<file path="src/rtl/vga_mem_arb_pkg.sv">
// Shared types for the VGA memory arbiter: grant encoding, statistics width
// and a saturating-increment helper used by the optional statistics counters.
package vga_mem_arb_pkg;

    typedef enum logic [1:0] {
        GNT_NONE    = 2'd0,
        GNT_DISP    = 2'd1,
        GNT_HOST_WR = 2'd2,
        GNT_HOST_RD = 2'd3
    } arb_gnt_e;

    localparam int STAT_WIDTH = 16;

    // Counters stick at all-ones instead of wrapping back to zero
    function automatic logic [STAT_WIDTH-1:0] stat_sat_inc(input logic [STAT_WIDTH-1:0] value);
        return (&value) ? value : value + 1'b1;
    endfunction

endpackage

</file>
<file path="src/rtl/vga_mem_arb_host_slot.sv">
// One-entry valid/ready holding register for a host request. The payload is
// the address, plus the write data for the write slot. The slot frees on the
// cycle it is granted; ready only rises on the following cycle, so a new
// request is never accepted into a slot that is being drained.
module vga_mem_arb_host_slot
    import vga_mem_arb_pkg::*;
#(
    parameter int PAYLOAD_WIDTH = 16
) (
    input  logic                     clk_i,
    input  logic                     rst_i,
    input  logic                     valid_i,
    output logic                     ready_o,
    input  logic [PAYLOAD_WIDTH-1:0] payload_i,
    input  logic                     grant_i,
    output logic                     full_o,
    output logic [PAYLOAD_WIDTH-1:0] payload_o
);

    logic                     full_q;
    logic [PAYLOAD_WIDTH-1:0] payload_q;
    logic                     capture;

    assign ready_o = !full_q && !rst_i;
    assign capture = valid_i && ready_o;

    // Fill on handshake, empty when the arbiter takes the request
    always_ff @(posedge clk_i) begin
        if (rst_i) begin
            full_q    <= 1'b0;
            payload_q <= '0;
        end else if (capture) begin
            full_q    <= 1'b1;
            payload_q <= payload_i;
        end else if (grant_i) begin
            full_q    <= 1'b0;
        end
    end

    assign full_o    = full_q;
    assign payload_o = payload_q;

endmodule

</file>
<file path="src/rtl/vga_mem_arbiter.sv">
// Single-port RAM arbiter between the host (AXI-Lite native side) and the VGA
// display fetch engine. Display wins by default; a starvation counter forces a
// host grant after MAX_DISP_RUN consecutive display grants while host waits.
// Host requests sit in one-entry slots; an age bit keeps host read/write order.
// Optional: define VGA_MEM_ARB_STATS_EN to add host-wait and starve-hit counters.
module vga_mem_arbiter
    import vga_mem_arb_pkg::*;
#(
    parameter int ADDR_WIDTH   = 16,
    parameter int DATA_WIDTH   = 32,
    parameter int MAX_DISP_RUN = 4
) (
    input  logic                  clk_i,
    input  logic                  rst_i,
    input  logic                  host_wr_valid_i,
    output logic                  host_wr_ready_o,
    input  logic [ADDR_WIDTH-1:0] host_wr_addr_i,
    input  logic [DATA_WIDTH-1:0] host_wr_data_i,
    input  logic                  host_rd_valid_i,
    output logic                  host_rd_ready_o,
    input  logic [ADDR_WIDTH-1:0] host_rd_addr_i,
    output logic                  host_rvalid_o,
    output logic [DATA_WIDTH-1:0] host_rdata_o,
    input  logic                  disp_req_i,
    input  logic [ADDR_WIDTH-1:0] disp_addr_i,
    output logic                  disp_gnt_o,
    output logic                  disp_rvalid_o,
    output logic [DATA_WIDTH-1:0] disp_rdata_o,
    output logic                  mem_en_o,
    output logic                  mem_we_o,
    output logic [ADDR_WIDTH-1:0] mem_addr_o,
    output logic [DATA_WIDTH-1:0] mem_wdata_o,
    input  logic [DATA_WIDTH-1:0] mem_rdata_i
`ifdef VGA_MEM_ARB_STATS_EN
    ,
    output logic [STAT_WIDTH-1:0] stat_host_wait_o,
    output logic [STAT_WIDTH-1:0] stat_starve_hit_o
`endif
);

    localparam int          WR_PAYLOAD_WIDTH = ADDR_WIDTH + DATA_WIDTH;
    localparam logic [3:0]  MAX_RUN          = 4'(MAX_DISP_RUN);

    logic                        wr_full;
    logic                        rd_full;
    logic [WR_PAYLOAD_WIDTH-1:0] wr_payload;
    logic [ADDR_WIDTH-1:0]       wr_addr_q;
    logic [DATA_WIDTH-1:0]       wr_data_q;
    logic [ADDR_WIDTH-1:0]       rd_addr_q;
    logic                        wr_capture;
    logic                        rd_capture;
    logic                        wr_older_q;
    logic [3:0]                  starve_cnt;
    logic                        host_pend;
    logic                        host_gnt;
    logic                        forced;
    arb_gnt_e                    host_oldest;
    arb_gnt_e                    gnt;
    arb_gnt_e                    rtag_q;

    vga_mem_arb_host_slot #(
        .PAYLOAD_WIDTH(WR_PAYLOAD_WIDTH)
    ) u_wr_slot (
        .clk_i    (clk_i),
        .rst_i    (rst_i),
        .valid_i  (host_wr_valid_i),
        .ready_o  (host_wr_ready_o),
        .payload_i({host_wr_addr_i, host_wr_data_i}),
        .grant_i  (gnt == GNT_HOST_WR),
        .full_o   (wr_full),
        .payload_o(wr_payload)
    );

    vga_mem_arb_host_slot #(
        .PAYLOAD_WIDTH(ADDR_WIDTH)
    ) u_rd_slot (
        .clk_i    (clk_i),
        .rst_i    (rst_i),
        .valid_i  (host_rd_valid_i),
        .ready_o  (host_rd_ready_o),
        .payload_i(host_rd_addr_i),
        .grant_i  (gnt == GNT_HOST_RD),
        .full_o   (rd_full),
        .payload_o(rd_addr_q)
    );

    assign {wr_addr_q, wr_data_q} = wr_payload;
    assign wr_capture = host_wr_valid_i && host_wr_ready_o;
    assign rd_capture = host_rd_valid_i && host_rd_ready_o;
    assign host_pend  = wr_full || rd_full;
    assign forced     = host_pend && (starve_cnt == MAX_RUN);
    assign host_gnt   = (gnt == GNT_HOST_WR) || (gnt == GNT_HOST_RD);

    // Pick whichever host slot has been waiting longest
    always_comb begin
        host_oldest = GNT_HOST_RD;
        if (wr_full && (!rd_full || wr_older_q)) begin
            host_oldest = GNT_HOST_WR;
        end
    end

    // One grant per cycle: starvation guard, then display, then host
    always_comb begin
        gnt = GNT_NONE;
        if (!rst_i) begin
            if (forced) begin
                gnt = host_oldest;
            end else if (disp_req_i) begin
                gnt = GNT_DISP;
            end else if (host_pend) begin
                gnt = host_oldest;
            end
        end
    end

    // Age bit: write counts as older on a tie or when the read slot is empty
    always_ff @(posedge clk_i) begin
        if (rst_i) begin
            wr_older_q <= 1'b1;
        end else if (wr_capture && rd_capture) begin
            wr_older_q <= 1'b1;
        end else if (wr_capture) begin
            wr_older_q <= !(rd_full && (gnt != GNT_HOST_RD));
        end else if (rd_capture) begin
            wr_older_q <= wr_full && (gnt != GNT_HOST_WR);
        end
    end

    // Count display grants that overtake a waiting host request
    always_ff @(posedge clk_i) begin
        if (rst_i) begin
            starve_cnt <= 4'd0;
        end else if (host_gnt || !host_pend) begin
            starve_cnt <= 4'd0;
        end else if ((gnt == GNT_DISP) && (starve_cnt != MAX_RUN)) begin
            starve_cnt <= starve_cnt + 4'd1;
        end
    end

    // Remember who owns the read data coming back next cycle
    always_ff @(posedge clk_i) begin
        if (rst_i) begin
            rtag_q <= GNT_NONE;
        end else if ((gnt == GNT_DISP) || (gnt == GNT_HOST_RD)) begin
            rtag_q <= gnt;
        end else begin
            rtag_q <= GNT_NONE;
        end
    end

    assign host_rvalid_o = !rst_i && (rtag_q == GNT_HOST_RD);
    assign disp_rvalid_o = !rst_i && (rtag_q == GNT_DISP);
    assign host_rdata_o  = mem_rdata_i;
    assign disp_rdata_o  = mem_rdata_i;
    assign disp_gnt_o    = (gnt == GNT_DISP);

    // Drive the RAM port straight from the winning requester
    always_comb begin
        mem_en_o    = 1'b0;
        mem_we_o    = 1'b0;
        mem_addr_o  = '0;
        mem_wdata_o = '0;
        case (gnt)
            GNT_DISP: begin
                mem_en_o   = 1'b1;
                mem_addr_o = disp_addr_i;
            end
            GNT_HOST_WR: begin
                mem_en_o    = 1'b1;
                mem_we_o    = 1'b1;
                mem_addr_o  = wr_addr_q;
                mem_wdata_o = wr_data_q;
            end
            GNT_HOST_RD: begin
                mem_en_o   = 1'b1;
                mem_addr_o = rd_addr_q;
            end
            default: begin
                mem_en_o = 1'b0;
            end
        endcase
    end

`ifdef VGA_MEM_ARB_STATS_EN
    logic [STAT_WIDTH-1:0] stat_wait_q;
    logic [STAT_WIDTH-1:0] stat_hit_q;

    // Saturating counts of host wait cycles and forced host grants
    always_ff @(posedge clk_i) begin
        if (rst_i) begin
            stat_wait_q <= '0;
            stat_hit_q  <= '0;
        end else begin
            if (host_pend && !host_gnt) begin
                stat_wait_q <= stat_sat_inc(stat_wait_q);
            end
            if (forced) begin
                stat_hit_q <= stat_sat_inc(stat_hit_q);
            end
        end
    end

    assign stat_host_wait_o  = stat_wait_q;
    assign stat_starve_hit_o = stat_hit_q;
`endif

endmodule

</file>
<file path="config.mk">
export PLATFORM = sky130hd
export DESIGN_NAME = vga_mem_arbiter
export DESIGN_NICKNAME = d
export VERILOG_FILES = /design/src/rtl/vga_mem_arb_pkg.sv /design/src/rtl/vga_mem_arb_host_slot.sv /design/src/rtl/vga_mem_arbiter.sv
export SDC_FILE = /design/constraint.sdc
export NUM_CORES = 1
export LEC_CHECK = 0
export CAP_MARGIN = 20
export CORE_MARGIN = 2
export CORE_UTILIZATION = 44
export CTS_BUF_LIST = sky130_fd_sc_hd__clkbuf_8
export DETAILED_ROUTE_END_ITERATION = 10
export PLACE_DENSITY = 0.95
export SETUP_SLACK_MARGIN = 0.2
export SLEW_MARGIN = 20
export SYNTH_ARGS = -nofsm -noshare
export SYNTH_HDL_FRONTEND = slang
export SYNTH_HIERARCHICAL = 1
export SYNTH_SLANG_ARGS = --single-unit
</file>
<file path="constraint.sdc">
create_clock -name clk_i -period 3.3 [get_ports clk_i]
set_input_delay 0.66 -clock clk_i [delete_from_list [all_inputs] [get_ports clk_i]]
set_output_delay 0.66 -clock clk_i [all_outputs]
set_load 0.02 [all_outputs]
</file>
==> results of run 1 <==
[registers in the layout (all words and copies together), names as in the netlist]
| register | flops |
|---|---|
| u_rd_slot/payload_o | 16 |
| u_wr_slot/full_o | 1 |
| rtag_q | 2 |
| u_wr_slot/payload_o | 48 |
| starve_cnt | 4 |
| u_rd_slot/full_o | 1 |
| wr_older_q | 1 |
[cells by family (layout without fill, tap and decap cells)]
family,count (synthesis),count (layout)
AND/OR/NAND/NOR,205,205
buffers and inverters,106,178
adder cells (fa/ha/maj),2,2
flip-flops,73,73
XOR/XNOR,2,2
AO/OA/AOI/OAI,89,89
[through the flow]
stage          utilization  TNS (ns)  worst slack, ns
2_1_floorplan            -         0            0.997
4_1_cts              0.572         0           0.0124
3_5_place_dp         0.555    -0.490          -0.0796
5_1_grt              0.568         0            0.146
3_3_place_gp         0.555         0           0.0294
6_report             0.568         0            0.298
[layout by cell type (no fill, tap or decap), drive strengths merged, types with 3 or more instances in the layout]
master	netlist	routed
a221o	16	16
nor2b	5	5
nand4bb	64	64
inv	3	5
dlymetal6s2s	0	5
clkinvlp	0	3
nor3b	4	4
clkbuf	20	27
buf	83	42
and2	48	48
clkdlybuf4s50	0	88
nor2	5	5
dfxtp	73	73
nor4	3	3
o21ai	65	65
dlygate4sd2	0	6
nand2b	64	64
nand2	6	6
[path summary, 6_finish.rpt]
kind         slack [ns]           from            end
max reg2reg        1.35  starve_cnt[0]     wr_older_q
min reg2reg        0.45  starve_cnt[0]  starve_cnt[0]
min                0.45  starve_cnt[0]  starve_cnt[0]
max                0.30  starve_cnt[0]  mem_addr_o[9]
[power groups by stage]
stage	Clock [uW]	Sequential (uW)	Combinational, uW
final	718	972	413
after global routing	775	978	444
after CTS	739	970	407
after detailed placement	0	990	410
after global placement	0	989	398
after floorplan	0	982	343
[layout make-up]
class | instances | area [um2]
timing repair buffer | 159 | 1440
inverter | 3 | 11.3
clock inverter | 7 | 78.8
tap | 133 | 166
clock buffer | 9 | 124
multi-input combinational | 298 | 2270
sequential | 73 | 1460
fill | 873 | 4220
[what timing repair did]
item | CTS | global route
setup endpoints to repair | 49 | 48
gates cloned | 1 | 1
gates resized for setup | 45 | 123
setup buffers | 1 | 2
endpoints found under the hold margin | 0 | 0
[routing by layer]
layer,track usage,wire [um],vias up,part of all wire
li1,-,-,1745,-
met1,0.249,4850,1695,0.42
met2,0.331,5490,141,0.48
met3,0.0658,847,47,0.073
met4,0.0907,337,0,0.029
met5,0,0,-,0
==> flow_summary.json, run 1 <==
{
  "combPwrFrac": 0.197,
  "swShare": 0.276,
  "p_int_uw": 1520,
  "htree_levels": 3,
  "synth_area_per_cell_um2": 9.31,
  "grt_max_degree": 65,
  "grt_pass1_wl_um": 18400,
  "drive_gt1_frac": 0.179,
  "drc": 0,
  "setup_viol": 0,
  "ant_nets": 0,
  "insertion_delay_ns": 0.35,
  "cp.arrival_ns": 2.34,
  "yosys.area_share.simple": 0.364,
  "startpoint_type": "flip-flop",
  "num_io_pins": 236,
  "core.rowCount": 36,
  "cp_num_cells": 11,
  "finalCritPeriodShare": 0.910,
  "cts_buffer_depth": 2,
  "async_flop_share": 0,
  "path_buf_inv": 6,
  "reg2reg_depth": 10,
  "yosys.area.top_type_share": 0.329,
  "cap_violations": 0,
  "synth-compound-area-share": 0.136,
  "synth_nets": 596,
  "path_delay_family": "buffers and inverters",
  "synth_top_family_by_area": "simple AND/OR/NAND/NOR gates",
  "clkTransAtPathRegs_ns": 0.08,
  "dp.cells": 661,
  "status": "finished clean",
  "synth_edf_count": 0,
  "overflow": 0,
  "synth_top_flop_cell": "dfxtp_1",
  "numCtsBuffers": 9,
  "syn2layout_area_growth_pct": 25.0,
  "grt_pass1_vias": 3682,
  "place.gp.congestion": 0.831,
  "final_area_mm2": 0.00555,
  "diodes": 0,
  "synth_mux_area_frac": 0,
  "dieArea_mm2": 0.0109,
  "cellPowerDensity_mw_per_mm2": 379,
  "wl_per_cell_um": 16.9,
  "drtIter0Drc": 155,
  "power_leakage_uw": 0.00213,
  "cts_root_buffer": "clkbuf_8",
  "track_usage": 0.205,
  "total_power_uw": 2100,
  "endpoint_kind": "output pin",
  "place_area_mm2": 0.00543,
  "finalMaxSlewViolations": 0,
  "cp_slowest_cell": "a2111oi_4",
  "synth-xor-area-share": 0.00395,
  "switching_power_uw": 580,
  "cts_sinks": 73,
  "synth_cell_types": 37,
  "skew_ns": 0.0163,
  "fmax_mhz": 333,
  "slew-limit-headroom": 0.279,
  "yosysTopAreaCell": "dfxtp_1",
  "portBuffers": 139,
  "layoutNonFillerInstCount": 682,
  "yosysSeqAreaShare": 0.329,
  "die_w_um": 104,
  "yosys-top-cells-area": "dfxtp_1 (33%), nand4bb_1 (16%), buf_4 (12%), nand2b_1 (9.0%), and2_1 (6.8%)",
  "synth_area_mm2": 0.00444,
  "crit_fanout": 10,
  "rsz0062_at_grt": "yes",
  "antenna_found_initial": 0,
  "crit_chain": "inv_2, ha_2, nand3b_4, a2111oi_4, buf_4, buf_4, buf_4, buf_8, and2_1, a221o_1, buf_4",
  "cts_tree": "yes",
  "ir_worst_vdd_v": 0.000226,
  "floorplan.initialDensity": 0.454,
  "yosys_warnings": 6,
  "worst_hold_path_type": "flip-flop to flip-flop",
  "synth_fa_ha_area_frac": 0.00564,
  "routed_wl_um": 11500,
  "syn_inst": 477,
  "whs_path_depth": 1,
  "holdWs_ns": 0.450,
  "critPathMaxStageDelay_ns": 0.41,
  "dieHeight_um": 104,
  "core_mm2": 0.00977,
  "place_hpwl_um": 7580,
  "netlist_top_cells_count": "dfxtp_1 (73), buf_4 (71), nand2b_1 (64), nand4bb_1 (64), and2_1 (48)",
  "synth_seq_cells": 73,
  "cp_data_required_time_ns": 2.64,
  "worst_slew_pin_slew_ns": 1.08,
  "power_frac_seq": 0.462,
  "vias": 3628,
  "firstDrtPassIters": 4,
  "nets": 663,
  "p_clk_frac": 0.341,
  "ctsHoldBuffers": 0,
  "final.min_clock_period_ns": 3.00,
  "path_class": "flip-flop to output pin",
  "vias_per_cell": 5.32,
  "cp_common_cell": "buf_4",
  "synth_most_common_cell": "dfxtp_1",
  "hold_viol_final": 0
}
(Power assumes the default switching activity.)
==> run 2, diff against run 1 <==
CORE_MARGIN = 4   (was 2)
==> flow_summary.json, run 2 (same netlist as run 1, synthesis figures left out) <==
{
  "grt_pass1_vias": 3671,
  "holdWs_ns": 0.462,
  "ir_worst_vdd_v": 0.000248,
  "portBuffers": 139,
  "ff2ff_setup_slack_ns": 1.47,
  "crit_fanout": 19,
  "multiInputGateArea_mm2": 0.00227,
  "core_mm2": 0.00982,
  "fillerInstances": 849,
  "seq_area_mm2": 0.00146,
  "cp_common_cell": "buf_4",
  "final.min_clock_period_ns": 3.04,
  "die_w_um": 108,
  "place.gp.congestion": 0.808,
  "floorplan.initialDensity": 0.452,
  "final_common_cell": "clkdlybuf4s50_1",
  "path_delay_family": "buffers and inverters",
  "insertion_delay_ns": 0.33,
  "cts_sinks": 73,
  "cts_buffer_depth": 2,
  "place_area_mm2": 0.00540,
  "ctsHoldBuffers": 0,
  "finalCritPeriodShare": 0.921,
  "cellPowerDensity_mw_per_mm2": 391,
  "rsz0062_at_grt": "no",
  "cap_violations": 0,
  "path_buf_inv": 5,
  "power_leakage_uw": 0.00259,
  "startpoint_type": "input pin",
  "numCtsBuffers": 9,
  "cp.arrival_ns": 2.38,
  "grt_max_degree": 66,
  "cp_data_required_time_ns": 2.64,
  "htree_levels": 3,
  "syn2layout_area_growth_pct": 28.4,
  "layoutNonFillerInstCount": 679,
  "crit_chain": "clkdlybuf4s50_1, a2111oi_4, buf_4, buf_4, buf_6, and2_1, dlygate4sd2_1",
  "tns_ns": 0,
  "grt_pass1_wl_um": 18200,
  "finalMaxSlewViolations": 0,
  "dp.cells": 659,
  "cp_slowest_cell": "clkdlybuf4s50_1",
  "firstDrtPassIters": 4,
  "core.rowCount": 36,
  "setup_viol": 0,
  "drc": 0,
  "vias_per_cell": 5.28,
  "wl_per_cell_um": 17.2,
  "largest_register_ffs": 48,
  "diodes": 0,
  "drive_gt1_frac": 0.126,
  "routed_wl_um": 11700,
  "clkTransAtPathRegs_ns": 0.07,
  "vias": 3585,
  "final_cell_mix": "clkdlybuf4s50_1 (88), dfxtp_1 (73), nand2b_1 (64), nand4bb_1 (64), and2_1 (48)",
  "endpoint_kind": "output pin",
  "place_hpwl_um": 7950,
  "final_area_mm2": 0.00570,
  "dieHeight_um": 108,
  "status": "finished clean",
  "skew_ns": 0.00622,
  "cts_tree": "yes",
  "num_io_pins": 236,
  "nets": 661,
  "track_usage": 0.194,
  "cts_root_buffer": "clkbuf_8",
  "hold_viol_final": 0,
  "slew-limit-headroom": 0.642,
  "fmax_mhz": 329,
  "path_class": "input pin to output pin",
  "worst_hold_path_type": "flip-flop to flip-flop",
  "drtIter0Drc": 230,
  "worst_slew_pin_slew_ns": 0.536,
  "overflow": 0,
  "critPathMaxStageDelay_ns": 0.50,
  "total_power_uw": 2230,
  "antenna_found_initial": 0,
  "dieArea_mm2": 0.0118,
  "ant_nets": 0
}
-- run 2: routing by layer --
metal / track usage / vias to the layer above / part of all wire
met3: 0.0758 / 32 / 0.081
li1: - / 1744 / -
met5: 0 / - / 0
met2: 0.327 / 124 / 0.48
met4: 0.0550 / 0 / 0.017
met1: 0.228 / 1685 / 0.42
-- run 2: worst paths after layout --
| kind | from | end | cells after the start |
|---|---|---|---|
| setup reg to reg | starve_cnt[0] | u_wr_slot/full_o | 9 |
| hold reg to reg | u_wr_slot/payload_o[6] | u_wr_slot/payload_o[6] | 2 |
| hold / removal | u_wr_slot/payload_o[6] | u_wr_slot/payload_o[6] | 2 |
| setup / recovery | disp_req_i | mem_wdata_o[26] | 7 |
-- run 2: report_power, final --
| group | total [uW] | switching (uW) | leakage [uW] | internal [uW] |
|---|---|---|---|---|
| Sequential | 972 | 33.6 | 0.000600 | 938 |
| Clock | 849 | 330 | 0.000122 | 519 |
| Combinational | 409 | 184 | 0.00186 | 225 |
| Total | 2230 | 548 | 0.00259 | 1680 |
-- run 2: stage by stage --
step | util | setup slack [ns]
after global routing | 0.581 | 0.172
after CTS | 0.575 | 0.0109
after global placement | 0.550 | 0.0268
after detailed placement | 0.550 | -0.0359
after floorplan | - | 0.997
final | 0.581 | 0.260
-- run 2: area by class of cell --
type,instances,share of cell area
Clock buffer,10,0.0241
Timing Repair Buffer,157,0.273
Tap cell,133,0.0292
Multi-Input combinational cell,298,0.397
Sequential cell,73,0.256
Clock inverter,5,0.0182
Inverter,3,0.00198
-- run 2: repair_timing --
action	in CTS	in global routing
setup endpoints to repair	49	48
pin swaps	0	0
gates resized for setup	21	63
cloned	1	0
setup buffers	2	1
-- run 2: tightest hold or removal path: stages (launching register included) --
cell and delay [ns]:
dfxtp_1 0.31, nand2b_1 0.06, o21ai_1 0.05
